### config.mk
export PLATFORM = sky130hd
export DESIGN_NAME = serial_operand_feeder
export DESIGN_NICKNAME = d
export VERILOG_FILES = /design/src/rtl/da_fir_pkg.sv /design/src/rtl/piso_shreg.sv /design/src/rtl/serial_operand_feeder.sv
export SDC_FILE = /design/constraint.sdc
export NUM_CORES = 1
export LEC_CHECK = 0
export ABC_AREA = 1
export BUFFER_PORTS_ARGS = -buffer_cell sky130_fd_sc_hd__buf_2
export CORE_ASPECT_RATIO = 0.6
export CORE_UTILIZATION = 55
export CTS_CLUSTER_DIAMETER = 150
export DETAILED_ROUTE_END_ITERATION = 7
export PLACE_DENSITY = 0.86
export SLEW_MARGIN = 20
export SYNTH_ARGS = -nofsm -noshare
export SYNTH_HDL_FRONTEND = slang
export SYNTH_SLANG_ARGS = --single-unit
### constraint.sdc
create_clock -name clk -period 2.7 [get_ports clk]
set_input_delay 0.135 -clock clk [delete_from_list [all_inputs] [get_ports clk]]
set_output_delay 0.135 -clock clk [all_outputs]
set_load 0.02 [all_outputs]
### src/rtl/da_fir_pkg.sv
// rtl/da_fir_pkg.sv - shared types and defaults for the serial operand path
package da_fir_pkg;

  typedef enum logic [0:0] {
    FEED_IDLE  = 1'b0,
    FEED_SHIFT = 1'b1
  } feed_state_t;

  localparam int DA_W   = 8;
  localparam int DA_EXT = 1;

endpackage

### src/rtl/piso_shreg.sv
// rtl/piso_shreg.sv - parallel-load right-shift register with MSB hold
module piso_shreg #(
  parameter int W = 8
) (
  input  logic         clk,
  input  logic         rst,
  input  logic         load,
  input  logic         shift,
  input  logic [W-1:0] din,
  output logic         dout
);

  logic [W-1:0] sr;

  // Holding the MSB while shifting makes bit 0 carry the sign once the word is exhausted.
  always_ff @(posedge clk or posedge rst) begin
    if (rst) begin
      sr <= '0;
    end else if (load) begin
      sr <= din;
    end else if (shift) begin
      sr <= {sr[W-1], sr[W-1:1]};
    end
  end

  assign dout = sr[0];

endmodule

### src/rtl/serial_operand_feeder.sv
// rtl/serial_operand_feeder.sv - streams operand pairs LSB-first into the bit-serial adder
module serial_operand_feeder
  import da_fir_pkg::*;
#(
  parameter int W   = DA_W,
  parameter int EXT = DA_EXT
) (
  input  logic         clk,
  input  logic         Rst,
  input  logic         in_valid,
  output logic         in_ready,
  input  logic [W-1:0] a_in,
  input  logic [W-1:0] b_in,
  input  logic         sub_in,
  output logic         A,
  output logic         B,
  output logic         Ci,
  output logic         bit_valid,
  output logic         first,
  output logic         last
);

  localparam int N  = W + EXT;
  localparam int CW = (N > 1) ? $clog2(N) : 1;
  localparam logic [CW-1:0] LAST_CNT = CW'(N - 1);

  feed_state_t   state;
  logic [CW-1:0] cnt;
  logic          sub_q;
  logic          shifting;
  logic          accept;
  logic          sa_bit;
  logic          sb_bit;

  assign shifting = (state == FEED_SHIFT);
  assign last     = shifting && (cnt == LAST_CNT);
  assign first    = shifting && (cnt == '0);
  assign in_ready = !Rst && (!shifting || last);
  assign accept   = in_valid && in_ready;

  always_ff @(posedge clk or posedge Rst) begin
    if (Rst) begin
      state <= FEED_IDLE;
      cnt   <= '0;
      sub_q <= 1'b0;
    end else if (accept) begin
      state <= FEED_SHIFT;
      cnt   <= '0;
      sub_q <= sub_in;
    end else if (shifting) begin
      if (last) begin
        state <= FEED_IDLE;
        cnt   <= '0;
      end else begin
        cnt <= cnt + CW'(1);
      end
    end
  end

  // B is stored pre-inverted for subtraction; the +1 arrives as Ci on bit 0.
  piso_shreg #(.W(W)) u_sa (
    .clk   (clk),
    .rst   (Rst),
    .load  (accept),
    .shift (shifting),
    .din   (a_in),
    .dout  (sa_bit)
  );

  piso_shreg #(.W(W)) u_sb (
    .clk   (clk),
    .rst   (Rst),
    .load  (accept),
    .shift (shifting),
    .din   (b_in ^ {W{sub_in}}),
    .dout  (sb_bit)
  );

  assign A         = shifting && sa_bit;
  assign B         = shifting && sb_bit;
  assign Ci        = first && sub_q;
  assign bit_valid = shifting;

endmodule

==> flow_summary_export.csv, run 1 <==
group,metric,value,unit
run_status,status,"complete, no violations",
detailed_routing,firstDrtPassIters,5,
logic_synthesis,yosysSeqAreaShare,0.441,
worst_setup_path,crit_end,"Ci",
clock_tree,clkTransAtPathRegs,0.08,ns
worst_setup_path,r2r_slack,0.96,ns
timing,slew_violations,0,
logic_synthesis,synthesis.area,1250,sq um
worst_setup_path,critical_path_class,"reg2out",
timing,min_period,2.03,ns
worst_setup_path,critical_path_required,2.57,ns
worst_setup_path,r2r_start,"bit_valid",
clock_tree,cts_root_buf,"clkbuf_8",
timing,slew_headroom,0.465,
timing,report.final.setup_viol,0,
clock_tree,cts_made_buffers,3,
clock_tree,cts-resized-gates,0,
timing,rsz0062_at_grt,"false",
logic_synthesis,avgSynthCellArea,8.27,sq um
final_layout,n_fill_cell,168,
placement,place.gp.congestion,0.775,
grt,antenna_found_initial,0,
grt,first_global_vias,966,
grt,grt_overflow,0,
placement,dp_hpwl,1.78,mm
final_layout,nNetsFinal,196,
power_and_ir_drop,vdd_drop_max,0.557,mV
clock_tree,cts_setup_buffers,0,
detailed_routing,wire_per_inst,12.8,microns
flow_run,drv_cap,0,
worst_hold_path,min_path_type,"in2reg",
clock_tree,holdBufCountCts,1,
floorplanning,die_w,63.5,microns
final_layout,area_delta_synth_final,13.7,%
worst_setup_path,crit_path_start_kind,"register",
grt,grt_max_degree,24,
placement,placed_area,1360,sq um
final_layout,diodes,0,
final_layout,mostFrequentLayoutCell,"nand2_1",
clock_tree,clock-sinks,22,
floorplanning,die_area,2470,sq um
timing,fmax,494,MHz
detailed_routing,drt-initial-drc-count,41,
clock_tree,h-tree-depth,1,
grt,track_usage,0.236,
timing,hold_violations,0,
grt,grt_pass1_wl,4.31,mm
logic_synthesis,yosysUniqueCellTypes,24,
floorplanning,die_h,38.9,microns
placement,port_buffers,26,
worst_setup_path,arrival,1.89,ns
detailed_routing,vias,1078,
power_and_ir_drop,power.density,983,nW/um^2
worst_setup_path,cp_max_fo,23,
clock_tree,cts_tree,"built",
detailed_routing,viasPerCell,5.36,
placement,dp_slack,0.961,ns
worst_setup_path,setup.worst_path.start,"bit_valid",
worst_setup_path,worstSetupEndpointType,"output port",
floorplanning,start_util,0.630,
logic_synthesis,postSynthCellCount,151,
floorplanning,fp-row-count,12,
logic_synthesis,synth_fp_nets,173,
logic_synthesis,ys_ff_latch,22,
detailed_routing,remaining_drc_errors,0,
clock_tree,cts_buffer_depth,2,
worst_hold_path,hp-start,"a_in[7]",
power_and_ir_drop,p_leak,0.000740,uW
detailed_routing,wl,2.57,mm
worst_setup_path,reg2reg_depth,5,
clock_tree,clk_latency,0.26,ns
timing,fin_ws,0.675,ns
detailed_routing,antenna_left,0,
timing,skew,0.00152,ns
floorplanning,coreArea,1980,sq um
worst_setup_path,r2r-end,"u_sb.sr[4]",
final_layout,stdcell_area,1420,sq um
floorplanning,num_io_pins,27,
final_layout,most-common-layout-cells,"nand2_1 (46), buf_2 (26), dfrtp_1 (22), nand3_1 (20), nand4_1 (14)",
logic_synthesis,yosys_warnings,0,
timing,finalCritPeriodShare,0.750,
timing,tightest_slew,0.802,ns
final_layout,drive_gt1_frac,0.231,
timing,setup_tns,0,ns
==> kinds of logic (layout without fill, tap and decap cells) <==
| family | count (synthesis) | in the layout | synth area share |
|---|---|---|---|
| simple gates | 90 | 90 | 0.352 |
| flops | 22 | 22 | 0.441 |
| buf+inv | 20 | 42 | 0.0832 |
| xor+xnor | 9 | 9 | 0.0631 |
| compound gates | 8 | 8 | 0.0411 |
| fa+ha+maj | 2 | 2 | 0.0200 |
==> layout make-up <==
cell class | count | area (sq um) | share of cell area
Multi-Input combinational cell | 109 | 594 | 0.419
Sequential cell | 22 | 551 | 0.388
Timing Repair Buffer | 28 | 148 | 0.104
Clock buffer | 4 | 55.1 | 0.0388
Inverter | 10 | 37.5 | 0.0264
Tap cell | 28 | 35.0 | 0.0247
==> worst max-delay path: stages (launching register included) <==
cell     delay [ns]
dfrtp_1        0.87
inv_1          0.15
nor3_1         0.29
and2_1         0.17
buf_2          0.15
==> per-stage QoR <==
stage | hold slack, ns | utilization | std cells | power (uW)
final | 0.116 | 0.717 | 201 | 1400
after global placement | 0.131 | 0.684 | 196 | 1130
after detailed placement | 0.135 | 0.684 | 196 | 1160
after floorplan | 0.273 | - | 151 | 1030
after global routing | 0.137 | 0.717 | 201 | 1510
after CTS | 0.106 | 0.717 | 201 | 1400
==> layer usage <==
metal | routed length [microns] | part of all wire | vias up | global-route usage
met5 | 0 | 0 | - | 0
met4 | 4 | 0.0016 | 0 | 0.0455
met3 | 206 | 0.080 | 2 | 0.0529
met2 | 1180 | 0.46 | 40 | 0.420
met1 | 1180 | 0.46 | 494 | 0.304
li1 | - | - | 542 | -
==> cell usage after synthesis <==
library cell,count,area share
buf_6,2,0.018
buf_2,5,0.020
a21oi_4,1,0.013
nand3_1,20,0.080
o21ai_1,2,0.0080
nand2_2,4,0.020
nand4_1,14,0.070
clkbuf_1,1,0.0030
nand2_4,1,0.0090
xor2_1,2,0.014
nand3_2,1,0.0080
a21oi_1,1,0.0040
and2_1,1,0.0050
nor3_1,1,0.0040
inv_1,9,0.027
dfrtp_1,22,0.44
nand2_1,46,0.14
inv_2,1,0.0030
ha_1,2,0.020
xnor2_1,7,0.049
nor2_1,1,0.0030
o21ai_0,4,0.016
buf_4,2,0.012
nand3_4,1,0.014
==> power breakdown <==
part	switching, uW	internal, uW	leakage (uW)
clock	109	130	0.0000288
sequential	137	472	0.000277
combinational	340	208	0.000434
total	586	810	0.000740
==> state kept, by name, summed over array words and instances (netlist names) <==
| register | cells |
|---|---|
| u_sa.sr | 8 |
| u_sb.sr | 8 |
| cnt | 4 |
| bit_valid | 1 |
| sub_q | 1 |
==> worst min path at each step <==
stage | to | slack [ns] | cells past startpoint
5_1_grt | u_sa.sr[7] | 0.14 | 3
4_1_cts | u_sa.sr[7] | 0.11 | 3
2_1_floorplan | bit_valid | 0.27 | 2
3_5_place_dp | cnt[2] | 0.13 | 2
6_report | u_sa.sr[7] | 0.12 | 3
3_3_place_gp | cnt[3] | 0.13 | 2
Note: power is estimated with default switching activity, not from simulation.
==> inputs of run 2 (changes only) <==
--- a/config.mk
+++ b/config.mk
@@ -8,10 +8,10 @@
 export ABC_AREA = 1
 export BUFFER_PORTS_ARGS = -buffer_cell sky130_fd_sc_hd__buf_2
 export CORE_ASPECT_RATIO = 0.6
-export CORE_UTILIZATION = 55
+export CORE_UTILIZATION = 48
 export CTS_CLUSTER_DIAMETER = 150
 export DETAILED_ROUTE_END_ITERATION = 7
-export PLACE_DENSITY = 0.86
+export PLACE_DENSITY = 0.8
 export SLEW_MARGIN = 20
 export SYNTH_ARGS = -nofsm -noshare
 export SYNTH_HDL_FRONTEND = slang
==> constraint.sdc (replaced) <==
create_clock -name clk -period 1.6 [get_ports clk]
set_input_delay 0.08 -clock clk [delete_from_list [all_inputs] [get_ports clk]]
set_output_delay 0.08 -clock clk [all_outputs]
set_load 0.02 [all_outputs]
==> run 2 against run 1 <==
  * Sequential share of layout area down 3.4 points
  * Final area is 9.8% higher
  * Largest power group is now combinational logic
  * Worst setup slack worse by 0.62 ns
  * Highest routed layer unchanged
  * Hold slack worse by 0.071 ns
  * Non-clock buffer count rose by 9
  * Sequential cell count unchanged
  * Combinational power grew 120%
  * Critical path depth increased by 3
  * Routed wire length grew 16%
==> flow_summary_export.csv, run 2 (synthesis results as in run 1) <==
group,metric,value,unit
run_status,status,"complete, no violations",
placement,place.gp.congestion,0.789,
detailed_routing,wl_met1,1.24,mm
grt,first_global_vias,1036,
floorplanning,fp-row-count,13,
worst_hold_path,min_path_type,"in2reg",
grt,grt_max_degree,22,
worst_setup_path,critical_path_class,"in2reg",
clock_tree,h-tree-depth,1,
floorplanning,start_util,0.541,
timing,hold_violations,0,
detailed_routing,highest_layer,"met4",
detailed_routing,firstDrtPassIters,4,
floorplanning,num_io_pins,27,
timing,finalCritPeriodShare,0.965,
power_and_ir_drop,p_leak,0.000796,uW
flow_run,drv_cap,0,
final_layout,diodes,0,
placement,port_buffers,26,
timing,min_period,1.54,ns
clock_tree,clock-sinks,22,
worst_setup_path,cp_max_fo,18,
clock_tree,clk_latency,0.26,ns
timing,slew_violations,0,
floorplanning,coreArea,2310,sq um
worst_setup_path,critical_path_required,1.78,ns
worst_setup_path,arrival,1.72,ns
detailed_routing,remaining_drc_errors,0,
timing,fmax,647,MHz
clock_tree,cts_buffer_depth,2,
timing,report.final.setup_viol,0,
detailed_routing,wl,2.99,mm
detailed_routing,antenna_left,0,
power_and_ir_drop,finalPower,2720,uW
timing,tightest_slew,0.402,ns
final_layout,area_delta_synth_final,24.9,%
detailed_routing,viasPerCell,5.49,
final_layout,mostFrequentLayoutCell,"nand2_1",
final_layout,nNetsFinal,206,
floorplanning,die_h,41.5,microns
clock_tree,cts_root_buf,"clkbuf_8",
final_layout,most-common-layout-cells,"nand2_1 (46), buf_2 (26), dfrtp_1 (21), nand3_1 (20), nand4_1 (14)",
floorplanning,die_w,67.8,microns
final_layout,top_regs,"u_sa.sr (8), u_sb.sr (8), cnt (4)",
timing,skew,0.00239,ns
power_and_ir_drop,power.density,1750,nW/um^2
clock_tree,clkTransAtPathRegs,0.08,ns
grt,grt_pass1_wl,4.76,mm
detailed_routing,wire_per_inst,14.0,microns
grt,grt_overflow,0,
detailed_routing,dr_wl_met3,240,microns
grt,track_usage,0.227,
detailed_routing,drt-initial-drc-count,94,
detailed_routing,routed-wl-met2,1.48,mm
timing,setup_tns,0,ns
detailed_routing,vias,1170,
worst_setup_path,worstSetupEndpointType,"register",
power_and_ir_drop,vdd_drop_max,0.683,mV
final_layout,drive_gt1_frac,0.301,
grt,antenna_found_initial,0,
clock_tree,cts_made_buffers,3,
clock_tree,cts_tree,"built",
floorplanning,die_area,2820,sq um
placement,dp_hpwl,1.94,mm
timing,slew_headroom,0.732,
worst_setup_path,crit_path_start_kind,"input pin",
## run 2: metal layers
layer | global-route usage | up-vias
met5 | 0 | -
met1 | 0.300 | 552
met4 | 0.0375 | 0
met2 | 0.368 | 51
met3 | 0.0714 | 4
li1 | - | 563
## run 2: final timing paths
check	startpoint	endpoint	depth (start not counted)	slack [ns]
max	Rst	cnt[2]	7	0.06
min	a_in[7]	u_sa.sr[7]	3	0.05
max reg2reg	cnt[1]	u_sb.sr[2]	8	0.10
min reg2reg	u_sb.sr[3]	u_sb.sr[3]	2	0.49
max in group asynchronous	Rst	bit_valid	5	0.54
min in group asynchronous	Rst	u_sb.sr[2]	3	0.39
## run 2: worst max-delay path, stage by stage
cell,delay [ns]
dlygate4sd3_1,0.55
buf_2,0.17
clkinv_2,0.29
a21oi_4,0.26
buf_4,0.20
nand2_1,0.07
o21ai_0,0.09
## run 2: timing repair
| item | in CTS | in global routing |
|---|---|---|
| resized for setup | 1 | 8 |
| gates cloned | 0 | 1 |
| pin swaps | 0 | 1 |
| endpoints found under the setup margin | 1 | 15 |
| setup buffers | 0 | 5 |
| endpoints found under the hold margin | 8 | 0 |
| hold buffers | 1 | 0 |
## run 2: per-stage QoR
step / utilization / instances / hold WS (ns) / worst slack (ns) / area [sq um]
finish: 0.675 / 213 / 0.0457 / 0.0553 / 1560
detailed placement: 0.603 / 202 / 0.0851 / 0.0986 / 1390
global route: 0.675 / 213 / 0.0514 / -0.00999 / 1560
global placement: 0.603 / 202 / 0.0825 / 0.166 / 1390
CTS: 0.640 / 207 / 0.0438 / 0.0186 / 1480
floorplan: - / 151 / 0.218 / 0.192 / 1250
## run 2: final cells by class
cell class	count	area, sq um
clock buffer	3	41.3
clock inverter	1	30.0
fill	179	751
inverter	10	38.8
multi-input combinational	110	641
sequential	22	552
tap	30	37.5
timing repair buffer	37	219
## run 2: power breakdown
part | switching, uW | internal, uW
clock network | 185 | 334
logic | 710 | 502
registers | 192 | 800
